==> config.mk <==
export PLATFORM = sky130hd
export DESIGN_NAME = evg_tx_arbiter
export DESIGN_NICKNAME = d
export VERILOG_FILES = /design/src/rtl/evg_tx_arbiter.sv
export SDC_FILE = /design/constraint.sdc
export NUM_CORES = 1
export LEC_CHECK = 0
export ABC_AREA = 1
export BUFFER_PORTS_ARGS = -buffer_cell sky130_fd_sc_hd__buf_2
export CAP_MARGIN = 20
export CORE_MARGIN = 4
export CORE_UTILIZATION = 50
export DETAILED_ROUTE_END_ITERATION = 8
export PLACE_DENSITY = 0.77
export REMOVE_ABC_BUFFERS = 1
export SLEW_MARGIN = 20
export SYNTH_ARGS = -nofsm -noshare
export SYNTH_HDL_FRONTEND = slang
export SYNTH_SLANG_ARGS = --single-unit
==> constraint.sdc <==
create_clock -name evgTxClk -period 1.5 [get_ports evgTxClk]
set_input_delay 0.225 -clock evgTxClk [delete_from_list [all_inputs] [get_ports evgTxClk]]
set_output_delay 0.225 -clock evgTxClk [all_outputs]
set_load 0.01 [all_outputs]
==> src/rtl/evg_tx_arbiter.sv <==
// EVG transmit slot arbiter: sequencer, heartbeat, TOD and channel events onto a 16-bit link.
// Optional EVG_TX_ROUND_ROBIN_EN: round-robin channel grants instead of fixed priority.
module evg_tx_arbiter #(
  parameter int TXCLK_NOMINAL_FREQUENCY = 125000000,
  parameter int TOD_SECONDS_WIDTH       = 32,
  parameter int NCHAN                   = 4,
  parameter int COMMA_INTERVAL          = 4,
  parameter int TOD_BIT_SPACING         = TXCLK_NOMINAL_FREQUENCY / 1000000
) (
  input  logic                         evgTxClk,
  input  logic                         evgTxReset,
  input  logic                         sysPPStoggle,
  input  logic [TOD_SECONDS_WIDTH-1:0] sysSeconds,
  input  logic                         evgHeartbeatRequest,
  input  logic [7:0]                   evgDistributedBus,
  input  logic [7:0]                   evgSequenceEventTDATA,
  input  logic                         evgSequenceEventTVALID,
  input  logic [NCHAN*8-1:0]           evgEventTDATA,
  input  logic [NCHAN-1:0]             evgEventTVALID,
  output logic [NCHAN-1:0]             evgEventTREADY,
  output logic [15:0]                  evgTxData,
  output logic [1:0]                   evgTxCharIsK,
  output logic                         todBusy
);
  localparam longint DELAY_LOAD = longint'(TXCLK_NOMINAL_FREQUENCY) * 7 / 8 - 1;
  localparam int DELAY_W    = (DELAY_LOAD > 0) ? $clog2(DELAY_LOAD + 1) : 1;
  localparam int SPACE_LOAD = (TOD_BIT_SPACING > 1) ? TOD_BIT_SPACING - 1 : 0;
  localparam int SPACE_W    = (SPACE_LOAD > 0) ? $clog2(SPACE_LOAD + 1) : 1;
  localparam int BITS_W     = $clog2(TOD_SECONDS_WIDTH + 1);
  localparam int COMMA_W    = $clog2(COMMA_INTERVAL);
  localparam int CH_W       = (NCHAN > 1) ? $clog2(NCHAN) : 1;

  logic [2:0]                   ppsSync;
  logic                         ppsEdge;
  logic                         hbPending;
  logic                         markerPending;
  logic                         delayActive;
  logic [DELAY_W-1:0]           delayCnt;
  logic [TOD_SECONDS_WIDTH-1:0] shiftReg;
  logic [BITS_W-1:0]            bitsLeft;
  logic                         bitPending;
  logic                         curBit;
  logic [SPACE_W-1:0]           spaceCnt;
  logic [COMMA_W-1:0]           commaCnt;
  logic [CH_W-1:0]              lastGrant;

  logic            chanAny;
  logic [CH_W-1:0] grantIdx;
  logic [7:0]      chanCode;
  logic [7:0]      code;
  logic            codeIsK;
  logic            sendHb, sendMarker, sendBit, sendComma, chanXfer;

  // stages 0-1 synchronise the toggle, stage 2 holds the previous level for edge detection
  assign ppsEdge = ppsSync[1] ^ ppsSync[2];
  assign todBusy = markerPending | delayActive | (bitsLeft != '0) | bitPending;

  always_comb begin
    chanAny  = 1'b0;
    grantIdx = '0;
    chanCode = 8'h00;
`ifdef EVG_TX_ROUND_ROBIN_EN
    for (int k = 1; k <= NCHAN; k++) begin
      for (int i = 0; i < NCHAN; i++) begin
        if (!chanAny && evgEventTVALID[i] && (i == (int'(lastGrant) + k) % NCHAN)) begin
          chanAny  = 1'b1;
          grantIdx = CH_W'(i);
          chanCode = evgEventTDATA[i*8 +: 8];
        end
      end
    end
`else
    for (int i = NCHAN - 1; i >= 0; i--) begin
      if (evgEventTVALID[i]) begin
        chanAny  = 1'b1;
        grantIdx = CH_W'(i);
        chanCode = evgEventTDATA[i*8 +: 8];
      end
    end
`endif
  end

  always_comb begin
    code           = 8'h00;
    codeIsK        = 1'b0;
    sendHb         = 1'b0;
    sendMarker     = 1'b0;
    sendBit        = 1'b0;
    sendComma      = 1'b0;
    chanXfer       = 1'b0;
    evgEventTREADY = '0;
    if (evgSequenceEventTVALID) begin
      code = evgSequenceEventTDATA;
    end else if (hbPending || evgHeartbeatRequest) begin
      code   = 8'h7A;
      sendHb = 1'b1;
    end else if (markerPending) begin
      code       = 8'h7D;
      sendMarker = 1'b1;
    end else if (chanAny) begin
      code     = chanCode;
      chanXfer = 1'b1;
      evgEventTREADY[grantIdx] = !evgTxReset;
    end else if (bitPending) begin
      code    = {7'b0111000, curBit};
      sendBit = 1'b1;
    end else if (commaCnt == '0) begin
      code      = 8'hBC;
      codeIsK   = 1'b1;
      sendComma = 1'b1;
    end
  end

  // output register: code chosen in cycle n leaves in cycle n+1
  always_ff @(posedge evgTxClk) begin
    if (evgTxReset) begin
      evgTxData    <= 16'h0000;
      evgTxCharIsK <= 2'b00;
      hbPending    <= 1'b0;
      commaCnt     <= '0;
      lastGrant    <= CH_W'(NCHAN - 1);
    end else begin
      evgTxData    <= {evgDistributedBus, code};
      evgTxCharIsK <= {1'b0, codeIsK};
      hbPending    <= sendHb ? 1'b0 : (hbPending | evgHeartbeatRequest);
      if (sendComma)
        commaCnt <= COMMA_W'(COMMA_INTERVAL - 1);
      else if (commaCnt != '0)
        commaCnt <= commaCnt - 1'b1;
      if (chanXfer)
        lastGrant <= grantIdx;
    end
  end

  // TOD sequencer: marker, 7/8 s delay, then seconds bits MSB first
  always_ff @(posedge evgTxClk) begin
    if (evgTxReset) begin
      ppsSync       <= {3{sysPPStoggle}};
      markerPending <= 1'b0;
      delayActive   <= 1'b0;
      delayCnt      <= '0;
      shiftReg      <= '0;
      bitsLeft      <= '0;
      bitPending    <= 1'b0;
      curBit        <= 1'b0;
      spaceCnt      <= '0;
    end else begin
      ppsSync <= {ppsSync[1:0], sysPPStoggle};
      if (ppsEdge) begin
        markerPending <= 1'b1;
        delayActive   <= 1'b1;
        delayCnt      <= DELAY_W'(DELAY_LOAD);
        bitsLeft      <= '0;
        bitPending    <= 1'b0;
        spaceCnt      <= '0;
      end else begin
        if (sendMarker)
          markerPending <= 1'b0;
        if (sendBit)
          bitPending <= 1'b0;
        if (spaceCnt != '0)
          spaceCnt <= spaceCnt - 1'b1;
        if (delayActive) begin
          if (delayCnt == '0) begin
            delayActive <= 1'b0;
            curBit      <= sysSeconds[TOD_SECONDS_WIDTH-1];
            shiftReg    <= sysSeconds << 1;
            bitsLeft    <= BITS_W'(TOD_SECONDS_WIDTH - 1);
            bitPending  <= 1'b1;
            spaceCnt    <= SPACE_W'(SPACE_LOAD);
          end else begin
            delayCnt <= delayCnt - 1'b1;
          end
        end else if (bitsLeft != '0 && !bitPending && spaceCnt == '0) begin
          curBit     <= shiftReg[TOD_SECONDS_WIDTH-1];
          shiftReg   <= shiftReg << 1;
          bitsLeft   <= bitsLeft - 1'b1;
          bitPending <= 1'b1;
          spaceCnt   <= SPACE_W'(SPACE_LOAD);
        end
      end
    end
  end
endmodule
==> results of run 1 <==
-- cell families after synthesis --
logic type               count (synthesis)  share of synthesized area
AND/OR/NAND/NOR                        441                      0.357
buffers and inverters                  128                      0.103
flip-flops                              98                      0.372
AO/OA/AOI/OAI                           75                     0.0774
multiplexers                            31                     0.0589
XOR/XNOR                                11                     0.0183
adder cells (fa/ha/maj)                  5                     0.0119
other                                    1                   0.000712
-- where the power goes --
group | internal [mW] | total [mW] | leakage (nW) | switching, mW
combinational | 2.58 | 5.92 | 3.06 | 3.34
clock | 1.11 | 2.16 | 0.120 | 1.05
sequential | 3.04 | 3.39 | 0.811 | 0.346
total | 6.73 | 11.5 | 3.99 | 4.74
-- registers in the layout, indices dropped and copies added, names as in the netlist --
register / flops
bitPending: 1
bitsLeft: 6
commaCnt: 2
curBit: 1
delayActive: 1
delayCnt: 27
evgTxCharIsK: 1
evgTxData: 16
hbPending: 1
markerPending: 1
ppsSync: 3
shiftReg: 31
spaceCnt: 7
-- cell usage after synthesis, types with 2 or more instances --
cell	instances
a21oi_1	31
a31oi_1	5
buf_1	8
buf_2	8
buf_4	4
buf_6	5
clkbuf_1	8
dfxtp_1	98
ha_1	5
inv_1	91
inv_2	3
mux2i_1	31
nand2_1	170
nand2_2	2
nand2_4	4
nand3_1	75
nand4_1	15
nor2_1	156
nor2_2	3
nor3_1	7
o211ai_1	3
o21ai_0	30
o221ai_1	2
or2_2	4
xnor2_1	4
xor2_1	7
-- per-stage QoR --
step / instances / utilization / instance area [um^2] / setup TNS [ps] / worst slack, ps
2_1_floorplan: 757 / - / 5080 / -93130 / -1560
3_3_place_gp: 1098 / 0.645 / 6630 / -13090 / -279
3_5_place_dp: 1098 / 0.645 / 6630 / -14980 / -359
4_1_cts: 1154 / 0.764 / 7860 / -11900 / -425
5_1_grt: 1160 / 0.819 / 8410 / -30760 / -548
6_report: 1160 / 0.819 / 8410 / -25810 / -497
-- cells in the final DEF (no fill, tap or decap), drive strengths merged --
cell type / instances
nor3: 7
a21oi: 31
or4: 1
o211a: 1
mux2i: 31
a211oi: 1
clkbuf: 10
a31oi: 5
clkinv: 2
o211ai: 3
xnor2: 4
xor2: 7
or2: 4
a22oi: 1
inv: 96
dlygate4sd3: 1
ha: 5
o21ai: 30
conb: 1
o221ai: 2
nand2: 176
nor4: 1
bufinv: 3
nand3: 75
buf: 249
o22ai: 1
nor2: 162
nand3b: 1
nand4: 15
dfxtp: 98
-- layer usage --
| layer | GRT usage | vias to the layer above | wire length [um] |
|---|---|---|---|
| li1 | - | 2982 | - |
| met1 | 0.323 | 3146 | 7820 |
| met2 | 0.502 | 556 | 10800 |
| met3 | 0.0630 | 229 | 2150 |
| met4 | 0.138 | 0 | 2050 |
| met5 | 0 | - | 0 |
-- layout make-up --
type | instances | area share
Inverter | 95 | 0.0427
Multi-Input combinational cell | 565 | 0.433
Sequential cell | 98 | 0.236
Clock inverter | 6 | 0.0134
Timing Repair Buffer | 251 | 0.240
Clock buffer | 9 | 0.0147
Tap cell | 136 | 0.0202
-- worst min-delay path by stage --
stage | from | to | slack, ps | cells past startpoint
finish | evgDistributedBus[2] | evgTxData[10] | 30 | 3
floorplan | sysPPStoggle | ppsSync[0] | 250 | 0
global placement | sysPPStoggle | ppsSync[0] | 350 | 1
detailed placement | sysPPStoggle | ppsSync[0] | 350 | 1
global route | evgDistributedBus[2] | evgTxData[10] | 30 | 3
CTS | evgDistributedBus[2] | evgTxData[10] | 30 | 3
-- critical path, cell delays in order, from the launching register on --
cell and delay (ps):
dfxtp_1 370, nor2_2 210, nand3_4 130, nor2_4 130, buf_4 130, nand3_1 130, nand2_2 130, nand2_4 90
nor2_8 210, buf_12 180, nor2_1 60, nor2_2 150
-- what timing repair did --
action / 4_1_cts / 5_1_grt
hold buffers: 1 / 0
endpoints found under the hold margin: 1 / 0
setup endpoints to repair: 77 / 84
buffers inserted: 35 / 16
pin swaps: 61 / 80
cloned: 10 / 1
resized for setup: 162 / 153
==> run_results.csv, run 1 <==
group,metric,value,unit
run_status,outcome,"complete, but fails checks",
run_status,violations,"setup timing",
critical_path,worstSetupStartpoint,"spaceCnt[3]",
sta,rsz0062_at_grt,"yes",
drt,drt_pass1_iterations,6,
clock_network,worst_setup_hold_path_clk_slew,100,ps
final_layout,number_of_fill_cells_in_the_layout,564,
clock_network,htree_num_levels,3,
floorplanning,floorplan.initialDensity,0.513,
critical_path,timing.setup.critical_path_class,"reg2reg",
clock_network,clk_latency,390,ps
grt,groute.usage.overall,0.284,
floorplanning,core-area,10300,um^2
final_layout,multi_input_comb_area,3650,um^2
sta,clk_skew,10.6,ps
synth,synth_cell_type_count,37,
sta,final_hold_violation_count,0,
floorplanning,die-height,111,um
synth,syn_avg_cell_area,6.67,um^2
sta,finalHoldWorstSlack,31.5,ps
grt,grt_antenna_before_repair,0,
run,max-cap-violations,0,
synth,synth_warnings,0,
critical_path,reg2regPathDepth,11,
critical_path,regToRegStartpoint,"spaceCnt[3]",
sta,max_slew.worst_pin.slew,559,ps
grt,globalRoute.totalOverflow,0,
floorplanning,fp.dieW,111,um
sta,max-slew-margin-rel,0.623,
sta,final_min_period_over_clock_period,1.33,
critical_path,regToRegEndpoint,"shiftReg[25]",
grt,number_of_global_route_vias_before_repair,6226,
grt,grt_start_max_net_pins,34,
drt,route.detailed.drc,0,
synth,synthesis.instances,790,
synth,netlist.top_cell.by_area,"dfxtp_1",
drt,ant_nets,0,
sta,fmaxAchievable,0.501,GHz
floorplanning,ioPinCount,112,
power,p_leak,3.99,nW
final_layout,syn_to_final_growth,59.7,%
final_layout,area.sequential,1980,um^2
clock_network,clock_tree_root_driver_cell,"clkbuf_8",
critical_path,ff2ff_setup_slack,-500,ps
synth,flop_and_latch_count_out_of_synthesis,98,
drt,drt-initial-drc-count,819,
drt,wire_per_inst,19.6,um
final_layout,final_net_count,1114,
sta,layout_min_cycle_time,2000,ps
synth,syn_area,5270,um^2
clock_network,clock_sink_count,98,
placed_design,io_buffers,110,
critical_path,end_kind,"flip-flop",
power,total_power,11.5,mW
power,power.ir.vdd_worst,1.03,mV
synth,dominantRegCellSynth,"dfxtp_1",
synth,synth_async_sr_flop_share,0,
synth,synth-edff-count,0,
drt,route.vias.total,6913,
final_layout,drive_above_1_share,0.476,
synth,main_area_contributors_after_synthesis,"dfxtp_1 (37%), nand2_1 (12%), nor2_1 (11%)",
power,pwr_density_cell,1360,nW/um^2
sta,finalSetupViolCount,80,
critical_path,crit_arrival,2310,ps
clock_network,tritoncts_clock_tree,"yes",
final_layout,num_antenna_cells,0,
sta,worst_slack,-497,ps
floorplanning,die-area,12200,um^2
synth,synth_top_area_share,0.372,
worst_hold_path,worstHoldPathType,"in2reg",
synth,synth.yosys.seq_area_share,0.372,
critical_path,timing.critical_path.to,"shiftReg[25]",
placed_design,gp_routability_congestion,0.894,
drt,drt_wl_total,22800,um
sta,timing_max_transition_violations_final,0,
grt,grt_first_pass_wirelength,29100,um
drt,vias_per_cell,5.96,
critical_path,worst_ep_required_time,1820,ps
placed_design,detailed_place_hpwl,10000,um
clock_network,maximum_count_of_clock_buffers_along_a_single_path,2,
critical_path,cp-start-kind,"flip-flop",
critical_path,critical_path.max_fanout,8,
floorplanning,row_count,37,
clock_network,cts-buffers-inserted,9,
(Power assumes the default switching activity.)
==> inputs of run 2 (changes only) <==
--- a/config.mk
+++ b/config.mk
@@ -9,9 +9,9 @@
 export BUFFER_PORTS_ARGS = -buffer_cell sky130_fd_sc_hd__buf_2
 export CAP_MARGIN = 20
 export CORE_MARGIN = 4
-export CORE_UTILIZATION = 50
+export CORE_UTILIZATION = 55
 export DETAILED_ROUTE_END_ITERATION = 8
-export PLACE_DENSITY = 0.77
+export PLACE_DENSITY = 0.8
 export REMOVE_ABC_BUFFERS = 1
 export SLEW_MARGIN = 20
 export SYNTH_ARGS = -nofsm -noshare
==> constraint.sdc (replaced) <==
create_clock -name evgTxClk -period 2.1 [get_ports evgTxClk]
set_input_delay 0.315 -clock evgTxClk [delete_from_list [all_inputs] [get_ports evgTxClk]]
set_output_delay 0.315 -clock evgTxClk [all_outputs]
set_load 0.01 [all_outputs]
==> run 2 against run 1 <==
The flow now finishes without violations. Sequential power decreased by 31%. Largest power group is now sequential cells. Wire length decreased by 41%. Cell area decreased by 26%. Clock-buffer cell count increased by 2. Clock skew decreased by 2.6 ps. Utilization decreased by 15 points. Worst hold slack improved by 26 ps. Largest cell class unchanged. Highest routed layer unchanged.
==> run_results.csv, run 2 (synthesis gave the netlist of run 1 again) <==
group,metric,value,unit
run_status,outcome,"finished, final reports clean",
final_layout,syn_to_final_growth,18.7,%
critical_path,critical_path.max_fanout,5,
clock_network,maximum_count_of_clock_buffers_along_a_single_path,2,
drt,route.vias.total,5431,
final_layout,drive_above_1_share,0.189,
run,max-cap-violations,0,
sta,max_slew.worst_pin.slew,612,ps
sta,fmaxAchievable,0.517,GHz
grt,grt_start_max_net_pins,34,
power,p_leak,3.16,nW
drt,drt_wl_total,13400,um
sta,finalSetupViolCount,0,
clock_network,postCtsSetupBuffers,0,
floorplanning,fp.dieW,106,um
worst_hold_path,worstHoldPathType,"in2reg",
drt,wire_per_inst,13.0,um
sta,clk_skew,7.98,ps
final_layout,largestRegisters,"shiftReg (31), delayCnt (27), evgTxData (16)",
grt,grt_first_pass_wirelength,22000,um
final_layout,final_net_count,995,
clock_network,clk_latency,370,ps
power,pwr_density_cell,954,nW/um^2
critical_path,cp_num_buf_inv,2,
floorplanning,die-height,106,um
clock_network,tritoncts_clock_tree,"yes",
floorplanning,floorplan.initialDensity,0.567,
sta,final_hold_violation_count,0,
final_layout,multi_input_comb_area,2770,um^2
critical_path,critical_path.cell_chain,"inv_2, ha_1, nand3_1, or4_1, buf_2",
sta,rsz0062_at_grt,"no",
drt,vias_per_cell,5.25,
clock_network,worst_setup_hold_path_clk_slew,100,ps
final_layout,registers.top_by_ff_count,"shiftReg",
floorplanning,ioPinCount,112,
final_layout,area.sequential,1960,um^2
sta,layout_min_cycle_time,1940,ps
placed_design,detailed_place_hpwl,9700,um
sta,worst_slack,165,ps
critical_path,worst-path-stages,5,
power,power.ir.vdd_worst,0.601,mV
critical_path,crit_family,"simple AND/OR/NAND/NOR gates",
critical_path,worst_ep_required_time,1780,ps
floorplanning,core-area,9280,um^2
drt,drt_pass1_iterations,5,
sta,final_min_period_over_clock_period,0.922,
critical_path,cp-start-kind,"flip-flop",
power,combinational_share_of_power,0.370,
power,seq_power_share,0.392,
power,power_switching_share,0.367,
critical_path,timing.critical_path.slowest_cell_delay,400,ps
clock_network,cts.hold.buffers_added,0,
worst_hold_path,number_of_instances_on_the_worst_hold_path,1,
power,intPower,3.77,mW
critical_path,reg2regPathDepth,11,
critical_path,timing.setup.critical_path_class,"reg2out",
final_layout,design_area,6250,um^2
floorplanning,row_count,35,
sta,max-slew-margin-rel,0.592,
placed_design,preCtsSetupSlack,-154,ps
placed_design,postPlaceCellArea,6000,um^2
critical_path,crit_arrival,1620,ps
drt,route.detailed.drc,0,
final_layout,layout.core_utilization,0.673,
clock_network,clock_sink_count,98,
grt,globalRoute.totalOverflow,0,
power,p_switching,2.19,mW
clock_network,cts-buffers-inserted,9,
power,power.clock.fraction,0.238,
final_layout,num_antenna_cells,0,
drt,ant_nets,0,
grt,number_of_global_route_vias_before_repair,5027,
final_layout,layout_common_cells,"nand2_1 (170), nor2_1 (154), buf_2 (110), dfxtp_1 (97), inv_1 (90)",
clock_network,clock_tree_root_driver_cell,"clkbuf_8",
critical_path,end_kind,"primary output",
sta,timing.setup.tns,0,ps
floorplanning,die-area,11200,um^2
final_layout,largest_register_ffs,31,
grt,groute.usage.overall,0.235,
critical_path,cp_max_delay_cell,"or4_1",
placed_design,gp_routability_congestion,0.983,
final_layout,layout.cells.most_common,"nand2_1",
drt,drt-initial-drc-count,307,
sta,timing_max_transition_violations_final,0,
final_layout,number_of_fill_cells_in_the_layout,819,
placed_design,io_buffers,110,
clock_network,htree_num_levels,3,
grt,grt_antenna_before_repair,0,
## run 2: cell types whose count changed in the layout (fill, tap and decap cells not counted), sizes merged
cell	before	now
buf	249	133
bufinv	3	2
clkbuf	10	11
clkinvlp	0	1
dlygate4sd3	1	0
inv	96	95
nor2	162	161
## run 2: power by group through the flow
stage	clock, mW	combinational (mW)	sequential (mW)
floorplan	0	1.45	2.38
global placement	0	2.06	2.35
detailed placement	0	2.15	2.37
CTS	1.43	2.19	2.33
global route	1.52	2.49	2.37
finish	1.42	2.21	2.34
## run 2: worst paths after layout
path           startpoint     endpoint  slack, ps
max           bitsLeft[0]      todBusy        160
min reg2reg    ppsSync[0]   ppsSync[1]        430
max reg2reg   delayCnt[8]  shiftReg[1]        280
min          sysPPStoggle   ppsSync[0]         60
## run 2: area by class of cell
| class | count | share of cell area |
|---|---|---|
| multi-input cells | 564 | 0.444 |
| flip-flops and latches | 98 | 0.314 |
| repair buffers | 133 | 0.122 |
| inverters | 95 | 0.0570 |
| well taps | 129 | 0.0258 |
| clock buffers | 11 | 0.0242 |
| clock inverters | 5 | 0.0136 |
## run 2: per-stage QoR
stage	hold WS (ps)	cells	total power, mW
after floorplan	343	757	3.82
after global placement	401	1019	4.42
after detailed placement	409	1019	4.52
after CTS	46.9	1035	5.96
after global routing	37.4	1035	6.38
final	57.7	1035	5.96
## run 2: metal layers
metal,track usage,up-vias,wire length (um)
met5,0,-,0
met4,0.0629,0,240
met3,0.0465,30,898
met2,0.428,200,6660
met1,0.281,2479,5630
li1,-,2722,-
## run 2: what timing repair did
action / CTS / global route
endpoints found under the setup margin: 10 / 4
cloned: 0 / 0
gates resized for setup: 1 / 3
## run 2: worst reg2reg max path: stages, from the launching register on
cell and delay [ps]:
dfxtp_1 340, nor2_1 200, nand2_1 130, nor2_1 160, nand2_2 90, nor2_2 190, nand2_1 120, nand2_4 120
buf_12 160, nand3_1 100, nand2_1 80, nor2_1 40
==> inputs of run 3 (changes only) <==
--- a/config.mk
+++ b/config.mk
@@ -9,10 +9,10 @@
 export BUFFER_PORTS_ARGS = -buffer_cell sky130_fd_sc_hd__buf_2
 export CAP_MARGIN = 20
 export CORE_MARGIN = 4
-export CORE_UTILIZATION = 55
+export CORE_UTILIZATION = 57
+export CTS_BUF_LIST = sky130_fd_sc_hd__clkbuf_8
 export DETAILED_ROUTE_END_ITERATION = 8
-export PLACE_DENSITY = 0.8
-export REMOVE_ABC_BUFFERS = 1
+export PLACE_DENSITY = 0.83
 export SLEW_MARGIN = 20
 export SYNTH_ARGS = -nofsm -noshare
 export SYNTH_HDL_FRONTEND = slang
==> run 3 against run 2 <==
Flip-flop and latch count unchanged. Largest cell class unchanged. Cell area about the same. Clock power rose by 7%. Fmax shrank 3.5%. Final cell count decreased by 1.7%. Sequential share of layout area is essentially flat. Critical path type unchanged. Utilization rose by 3.4 points. Combinational power down 2%.
==> run_results.csv, run 3 (synthesis gave the netlist of run 1 again) <==
group,metric,value,unit
run_status,outcome,"finished, final reports clean",
placed_design,postPlaceCellArea,5970,um^2
sta,finalHoldWorstSlack,69.0,ps
grt,grt_antenna_before_repair,0,
final_layout,final_net_count,998,
critical_path,reg2regPathDepth,10,
sta,fmaxAchievable,0.498,GHz
synth,syn_nets,884,
floorplanning,ioPinCount,112,
critical_path,cp_max_delay_cell,"or4_1",
final_layout,layout.cells.most_common,"nand2_1",
grt,grt_most_used_layer,"met2",
power,p_leak,3.19,nW
final_layout,num_antenna_cells,0,
clock_network,clock_sink_count,98,
floorplanning,die-height,104,um
final_layout,drive_above_1_share,0.193,
critical_path,timing.critical_path.slowest_cell_delay,430,ps
placed_design,gp_routability_congestion,0.964,
clock_network,worst_setup_hold_path_clk_slew,90,ps
grt,grt_first_pass_wirelength,22700,um
grt,grt_use_met3,0.0627,
drt,route.detailed.drc,0,
floorplanning,core-area,8850,um^2
critical_path,regToRegStartpoint,"spaceCnt[0]",
floorplanning,floorplan.initialDensity,0.595,
sta,finalSetupViolCount,0,
worst_hold_path,number_of_instances_on_the_worst_hold_path,1,
clock_network,clock_tree_root_driver_cell,"clkbuf_8",
placed_design,detailed_place_hpwl,9950,um
critical_path,critical_path.cell_chain,"inv_2, ha_1, nand3_1, or4_1, buf_2",
sta,max-slew-margin-rel,0.592,
final_layout,design_area,6260,um^2
grt,use_met1,0.273,
final_layout,layout_common_cells,"nand2_1 (170), nor2_1 (153), buf_2 (110), dfxtp_1 (97), inv_1 (90)",
sta,rsz0062_at_grt,"yes",
power,pwr_density_cell,965,nW/um^2
sta,final_hold_violation_count,0,
worst_hold_path,hold_path_startpoint,"sysPPStoggle",
critical_path,regToRegEndpoint,"shiftReg[22]",
drt,ant_nets,0,
final_layout,syn_to_final_growth,18.8,%
critical_path,crit_arrival,1690,ps
power,power.ir.vdd_worst,0.551,mV
drt,drt_pass1_iterations,6,
clock_network,tritoncts_clock_tree,"yes",
final_layout,number_of_fill_cells_in_the_layout,717,
worst_hold_path,hold-path-endpoint,"ppsSync[0]",
final_layout,multi_input_comb_area,2780,um^2
grt,gr-usage-met2,0.453,
sta,final_min_period_over_clock_period,0.955,
sta,max_slew.worst_pin.slew,611,ps
final_layout,largestRegisters,"shiftReg (31), delayCnt (27), evgTxData (16)",
floorplanning,row_count,34,
run,max-cap-violations,0,
clock_network,cts.hold.buffers_added,0,
critical_path,critical_path.max_fanout,5,
final_layout,registers.top_by_ff_count,"shiftReg",
drt,drt_wl_total,13700,um
grt,groute.usage.overall,0.247,
drt,drt-initial-drc-count,198,
grt,number_of_global_route_vias_before_repair,5221,
critical_path,end_kind,"primary output",
sta,layout_min_cycle_time,2010,ps
critical_path,ff2ff_setup_slack,170,ps
drt,vias_per_cell,5.30,
clock_network,clk_latency,360,ps
final_layout,area.sequential,1960,um^2
floorplanning,die-area,10800,um^2
sta,clk_skew,11.3,ps
critical_path,worst_ep_required_time,1780,ps
drt,wire_per_inst,13.4,um
final_layout,largest_register_ffs,31,
floorplanning,fp.dieW,104,um
drt,route.vias.total,5387,
clock_network,maximum_count_of_clock_buffers_along_a_single_path,2,
clock_network,cts-buffers-inserted,9,
worst_hold_path,worstHoldPathType,"in2reg",
clock_network,htree_num_levels,3,
grt,globalRoute.totalOverflow,0,
grt,grt_start_max_net_pins,50,
sta,timing_max_transition_violations_final,0,
critical_path,timing.setup.critical_path_class,"reg2out",
critical_path,cp-start-kind,"flip-flop",
placed_design,io_buffers,110,
[run 3: cell types whose count changed in the layout (fill, tap and decap cells not counted)]
cell | previous run | this run
nor2_2 | 4 | 5
buf_4 | 20 | 23
buf_12 | 3 | 2
inv_8 | 0 | 1
nand2_2 | 2 | 3
clkbuf_8 | 11 | 10
clkinvlp_4 | 1 | 0
nor2_1 | 154 | 153
bufinv_16 | 2 | 3
[run 3: layout make-up]
| cell class | instances | share of cell area |
|---|---|---|
| inverter | 95 | 0.0570 |
| timing repair buffer | 135 | 0.122 |
| clock inverter | 6 | 0.0190 |
| sequential | 98 | 0.314 |
| clock buffer | 10 | 0.0220 |
| tap | 108 | 0.0216 |
| multi-input combinational | 565 | 0.445 |
[run 3: stage by stage]
stage	std cells	worst slack [ps]	utilization	power, mW	TNS, ps
floorplan	790	343	-	3.93	0
global placement	999	-46.1	0.675	4.38	-46.1
detailed placement	999	-136	0.675	4.49	-481
CTS	1015	46.1	0.705	6.02	0
global route	1017	-5.23	0.707	6.48	-6.13
finish	1017	93.6	0.707	6.04	0
[run 3: critical path: cells and delay by family (launching register included)]
family	cells	cell delay, ps
flops	1	340
buf+inv	2	250
fa+ha+maj	1	170
simple gates	2	580
[run 3: how the worst max path moves through the flow]
stage | start | end | slack, ps | depth (start not counted)
floorplan | evgEventTVALID[2] | evgEventTREADY[3] | 340 | 4
global placement | delayCnt[0] | delayCnt[24] | -50 | 11
detailed placement | delayCnt[1] | delayCnt[24] | -140 | 11
CTS | bitsLeft[0] | todBusy | 50 | 5
global route | delayCnt[14] | shiftReg[22] | -5 | 11
finish | bitsLeft[0] | todBusy | 90 | 5
[run 3: repair_timing]
item	4_1_cts	5_1_grt
pin swaps	0	2
buffers inserted	0	1
gates resized for setup	2	3
endpoints found under the setup margin	14	11
gates cloned	0	1
[run 3: where the power goes]
group          switching (mW)  internal (mW)  leakage, nW  total, mW
combinational            1.33          0.849         2.25       2.17
sequential              0.178           2.16        0.807       2.34
clock                   0.682          0.839        0.129       1.52
[run 3: per-layer routing]
layer	up-vias	wire length (um)
li1	2733	-
met1	2440	5520
met2	188	6890
met3	26	974
met4	0	288
met5	-	0
